$ cat src/rtl/ysyx_23060332_fetch_ctrl.sv
// Multi-cycle instruction-fetch controller.
// Owns the PC, issues one instruction-memory request at a time, hands the fetched
// instruction to the IDU and applies EXU redirects, discarding wrong-path responses.
// Optional feature: define YSYX_23060332_FETCH_PERF_EN to add the perf_fetch_cnt and
// perf_stall_cnt performance counter outputs.
module ysyx_23060332_fetch_ctrl #(
   parameter int unsigned            ADDR_W   = 32,
   parameter int unsigned            DATA_W   = 32,
   parameter logic [ADDR_W-1:0]      RESET_PC = ADDR_W'(32'h8000_0000)
) (
   input  logic              clk,
   input  logic              rst,
   input  logic              redirect_valid,
   input  logic [ADDR_W-1:0] redirect_pc,
   output logic              mem_req_valid,
   input  logic              mem_req_ready,
   output logic [ADDR_W-1:0] mem_req_addr,
   input  logic              mem_rsp_valid,
   input  logic [DATA_W-1:0] mem_rsp_data,
   output logic              mem_rsp_ready,
   output logic              inst_valid,
   input  logic              inst_ready,
   output logic [DATA_W-1:0] inst,
   output logic [ADDR_W-1:0] inst_pc
`ifdef YSYX_23060332_FETCH_PERF_EN
  ,output logic [31:0]       perf_fetch_cnt,
   output logic [31:0]       perf_stall_cnt
`endif
);

   typedef enum logic [1:0] {StReq, StWait, StHold} state_t;

   state_t              state_q, state_d;
   logic [ADDR_W-1:0]   pc_q, pc_d;
   logic [ADDR_W-1:0]   req_addr_q, req_addr_d;
   logic                drop_q, drop_d;
   logic [DATA_W-1:0]   inst_q, inst_d;
   logic [ADDR_W-1:0]   inst_pc_q, inst_pc_d;

   assign mem_req_addr = req_addr_q;
   assign inst         = inst_q;
   assign inst_pc      = inst_pc_q;

   // State register and datapath registers
   always_ff @(posedge clk) begin
      if (rst) begin
         state_q    <= StReq;
         pc_q       <= RESET_PC;
         req_addr_q <= RESET_PC;
         drop_q     <= 1'b0;
         inst_q     <= '0;
         inst_pc_q  <= '0;
      end else begin
         state_q    <= state_d;
         pc_q       <= pc_d;
         req_addr_q <= req_addr_d;
         drop_q     <= drop_d;
         inst_q     <= inst_d;
         inst_pc_q  <= inst_pc_d;
      end
   end

   // Next-state, redirect handling and handshake outputs
   always_comb begin
      state_d       = state_q;
      pc_d          = pc_q;
      req_addr_d    = req_addr_q;
      drop_d        = drop_q;
      inst_d        = inst_q;
      inst_pc_d     = inst_pc_q;
      mem_req_valid = 1'b0;
      mem_rsp_ready = 1'b0;
      inst_valid    = 1'b0;
      // Outputs stay quiet during the reset cycle; registers are reset regardless.
      if (!rst) begin
         unique case (state_q)
            StReq: begin
               mem_req_valid = 1'b1;
               if (mem_req_ready) begin
                  state_d = StWait;
               end
               // The request address is held stable; the in-flight fetch is marked stale.
               if (redirect_valid) begin
                  pc_d   = redirect_pc;
                  drop_d = 1'b1;
               end
            end
            StWait: begin
               mem_rsp_ready = 1'b1;
               if (mem_rsp_valid) begin
                  if (redirect_valid) begin
                     // Response consumed and discarded now, so nothing stays stale.
                     pc_d       = redirect_pc;
                     req_addr_d = redirect_pc;
                     drop_d     = 1'b0;
                     state_d    = StReq;
                  end else if (drop_q) begin
                     drop_d     = 1'b0;
                     req_addr_d = pc_q;
                     state_d    = StReq;
                  end else begin
                     inst_d    = mem_rsp_data;
                     inst_pc_d = req_addr_q;
                     state_d   = StHold;
                  end
               end else if (redirect_valid) begin
                  pc_d   = redirect_pc;
                  drop_d = 1'b1;
               end
            end
            StHold: begin
               inst_valid = 1'b1;
               // A redirect beats the IDU handshake: the held instruction is wrong-path.
               if (redirect_valid) begin
                  pc_d       = redirect_pc;
                  req_addr_d = redirect_pc;
                  state_d    = StReq;
               end else if (inst_ready) begin
                  pc_d       = pc_q + ADDR_W'(4);
                  req_addr_d = pc_q + ADDR_W'(4);
                  state_d    = StReq;
               end
            end
            default: state_d = StReq;
         endcase
      end
   end

`ifdef YSYX_23060332_FETCH_PERF_EN
   logic [31:0] fetch_cnt_q, stall_cnt_q;

   assign perf_fetch_cnt = fetch_cnt_q;
   assign perf_stall_cnt = stall_cnt_q;

   // Count accepted IDU handshakes and cycles spent waiting on memory
   always_ff @(posedge clk) begin
      if (rst) begin
         fetch_cnt_q <= '0;
         stall_cnt_q <= '0;
      end else begin
         if (inst_valid && inst_ready && !redirect_valid) begin
            fetch_cnt_q <= fetch_cnt_q + 32'd1;
         end
         if (state_q == StReq || state_q == StWait) begin
            stall_cnt_q <= stall_cnt_q + 32'd1;
         end
      end
   end
`endif

endmodule

$ cat config.mk
export PLATFORM = sky130hd
export DESIGN_NAME = ysyx_23060332_fetch_ctrl
export DESIGN_NICKNAME = d
export VERILOG_FILES = /design/src/rtl/ysyx_23060332_fetch_ctrl.sv
export SDC_FILE = /design/constraint.sdc
export NUM_CORES = 1
export LEC_CHECK = 0
export CAP_MARGIN = 20
export CORE_UTILIZATION = 45
export CTS_CLUSTER_DIAMETER = 120
export CTS_CLUSTER_SIZE = 12
export DETAILED_ROUTE_END_ITERATION = 8
export PLACE_DENSITY = 0.75
export SLEW_MARGIN = 20
export SYNTH_ARGS = -nofsm -noshare
export SYNTH_HDL_FRONTEND = slang
export SYNTH_SLANG_ARGS = --single-unit
$ cat constraint.sdc
create_clock -name clk -period 2.5 [get_ports clk]
set_input_delay 0.75 -clock clk [delete_from_list [all_inputs] [get_ports clk]]
set_output_delay 0.75 -clock clk [all_outputs]
set_load 0.01 [all_outputs]
==> impl_metrics.py <==
metrics = {
    "outcome": {
        "status": "complete, no violations",
    },
    "die": {
        "die_area_um2": 14880,
        "rows": 43,
        "core_area_um2": 13990,
        "dieHeight_um": 122.0,
        "die_x_um": 122.0,
        "initial_core_util_pct": 46.31,
        "io_pins": 169,
    },
    "yosys": {
        "ys_types": 57,
        "netlist_area_um2": 6479,
        "synth_top_flop_cell": "dfxtp_1",
        "yosysWarnings": 0,
        "synthTopCellsByArea": "dfxtp_1 (40%), nand2_1 (12%), a21oi_1 (9.7%)",
        "ys_ff_latch": 131,
        "syn_inst": 880,
        "async_flop_share_pct": 0,
        "yosysSeqAreaShare_pct": 40.48,
        "synth_edf_count": 0,
        "synth_top_area_share_pct": 40.48,
        "synth_area_per_cell_um2": 7.362,
        "yosysTopAreaCell": "dfxtp_1",
        "synth_nets": 951,
    },
    "finish": {
        "drive_gt1_share_pct": 10.05,
        "nets": 1114,
        "num-fill-cells": 1227,
        "synthToLayoutAreaGrowth_pct": 42.55,
        "stdcell_count": 1235,
        "fin_util_pct": 66.02,
        "diodes": 0,
    },
    "timing": {
        "maxSlewViolCount": 0,
        "rsz0062_at_grt": "false",
        "skew_ns": 0.009691,
        "setup_violations": 0,
        "holdWs_ns": 0.4519,
        "tightest_slew_ns": 0.6566,
        "post-route-min-period_ns": 2.422,
        "hold_viol": 0,
        "fin_ws_ns": 0.07842,
        "max_freq_mhz": 413.0,
        "timing.final.crit_share_pct": 96.86,
        "maxSlewHeadroom_pct": 56.23,
        "tns_ns": 0,
    },
    "drt": {
        "wirelength_um": 21040,
        "drtIter0Drc": 713,
        "detail_route.vias_per_cell": 5.670,
        "vias": 7003,
        "drt_first_pass_iters": 5,
        "wl_per_cell_um": 17.04,
        "antenna_left": 0,
        "remaining_drc_errors": 0,
    },
    "place": {
        "hpwl_um": 15260,
        "gp_congestion": 0.9016,
        "place_inst": 1204,
        "io_buffers": 168,
        "pre_cts_ws_ns": -0.07456,
    },
    "cts": {
        "cts_buffers": 17,
        "cts_sinks": 131,
        "htree_levels": 4,
        "worstSkewPairLatency_ns": 0.43,
        "clk_pin_slew_ns": 0.05,
        "clockBufferDepth": 2,
        "cts-root-buf": "clkbuf_16",
        "cts_tree": "built",
    },
    "global_route": {
        "grt_max_degree": 62,
        "grt_util_all_layers_pct": 28.62,
        "antenna_found_initial": 0,
        "grt_pass1_vias": 6214,
        "overflow": 0,
        "grt_pass1_wl_um": 32820,
    },
    "pwr": {
        "p_per_area_nw_per_um2": 600.2,
        "leakage_nw": 3.206,
        "vdd_ir_drop_max_mv": 0.4608,
    },
    "critical_path": {
        "crit_path_start_kind": "input port",
        "cp-end-kind": "output port",
        "path_max_fanout": 8,
        "cp.arrival_ns": 1.67,
        "cp_data_required_time_ns": 1.75,
        "path_class": "in -> out",
    },
    "run": {
        "maxCapViolCount": 0,
    },
    "hold_path": {
        "hp-class": "reg -> reg",
    },
}
==> metal layers <==
layer  global-route usage (%)  routed length (um)
met1                    37.92                9085
met2                    44.63                9644
met3                    6.695                1818
met4                    11.42                 493
met5                        0                   0
==> metrics by stage <==
step / power (mW) / area (um^2)
floorplan: 2.548 / 6479
global placement: 2.872 / 8594
detailed placement: 2.877 / 8594
CTS: 5.554 / 9234
global route: 5.717 / 9235
finish: 5.543 / 9235
==> worst max-delay path, cell delays in order <==
cell and delay (ns):
buf_4 0.15, inv_1 0.07, and3_1 0.16, clkdlybuf4s50_1 0.55
==> sequential cells by signal, summed over array words and instances (netlist names) <==
name,count
inst,32
inst_pc,32
mem_req_addr,32
pc_q,32
state_q,2
drop_q,1
==> power by group <==
part | internal [mW] | leakage [nW] | switching (mW) | total [mW]
registers | 2.16 | 1.07 | 0.0809 | 2.24
clock network | 1.75 | 0.313 | 0.947 | 2.70
logic | 0.305 | 1.83 | 0.303 | 0.608
==> layout make-up <==
cell class / instances / area, um^2 / share of cell area, %
Clock inverter: 11 / 172.7 / 1.870
Timing Repair Buffer: 226 / 2197 / 23.79
Clock buffer: 20 / 466.7 / 5.054
Inverter: 10 / 37.54 / 0.4064
Multi-Input combinational cell: 657 / 3512 / 38.03
Tap cell: 180 / 225.2 / 2.439
Sequential cell: 131 / 2624 / 28.41
==> cells by family (layout without fill, tap and decap cells) <==
group	after synthesis	after routing	share of synthesized area [%]
fa+ha+maj	1	1	0.1931
buf+inv	92	267	5.504
flops	131	131	40.48
compound gates	239	239	22.02
xor+xnor	21	21	2.839
simple gates	388	388	27.69
mux	8	8	1.275
==> worst paths after layout <==
| kind | depth (start not counted) | from | slack (ns) | endpoint |
|---|---|---|---|---|
| min | 2 | inst_pc[5]$_SDFFE_PP0P_ | 0.45 | inst_pc[5]$_SDFFE_PP0P_ |
| max | 4 | rst | 0.08 | mem_rsp_ready |
| max reg2reg | 6 | pc_q[11]$_SDFFE_PP0P_ | 0.17 | mem_req_addr[26]$_SDFFE_PP0P_ |
| min reg2reg | 2 | inst_pc[5]$_SDFFE_PP0P_ | 0.45 | inst_pc[5]$_SDFFE_PP0P_ |
==> Yosys cell counts (6+ instances only) <==
| cell type | n |
|---|---|
| nand3_1 | 19 |
| a31oi_1 | 9 |
| a211oi_1 | 8 |
| mux2i_1 | 6 |
| buf_2 | 9 |
| nand2b_1 | 12 |
| a21oi_1 | 126 |
| dfxtp_1 | 131 |
| xnor2_1 | 13 |
| o211ai_1 | 10 |
| nor2b_1 | 6 |
| nor3_1 | 24 |
| o31a_1 | 8 |
| a22oi_1 | 9 |
| nand2_1 | 211 |
| clkbuf_1 | 67 |
| xor2_1 | 8 |
| or3_1 | 11 |
| o21ai_0 | 34 |
| buf_1 | 6 |
| nand4_1 | 9 |
| inv_1 | 10 |
| and3_1 | 10 |
| nor4_1 | 20 |
| nor2_1 | 44 |
==> layout by cell type (no fill, tap or decap), types with 9 or more instances in the layout <==
master	Yosys	layout
a22oi_1	9	9
nand3_1	19	19
nor2_1	44	44
or3_1	11	11
nand2b_1	12	12
xnor2_1	13	13
clkbuf_16	0	17
o211ai_1	10	10
nand4_1	9	9
and3_1	10	9
o21ai_0	34	34
clkdlybuf4s50_1	0	166
inv_1	10	10
nand2_1	211	210
nor4_1	20	20
a31oi_1	9	9
nor3_1	24	24
dfxtp_1	131	130
buf_4	0	52
a21oi_1	126	125
==> what timing repair did <==
item | 4_1_cts | 5_1_grt
setup buffers | 0 | 0
hold buffers | 0 | 0
endpoints found under the setup margin | 0 | 1
endpoints found under the hold margin | 0 | 0
gates resized for setup | 0 | 1
(Power assumes the default switching activity.)
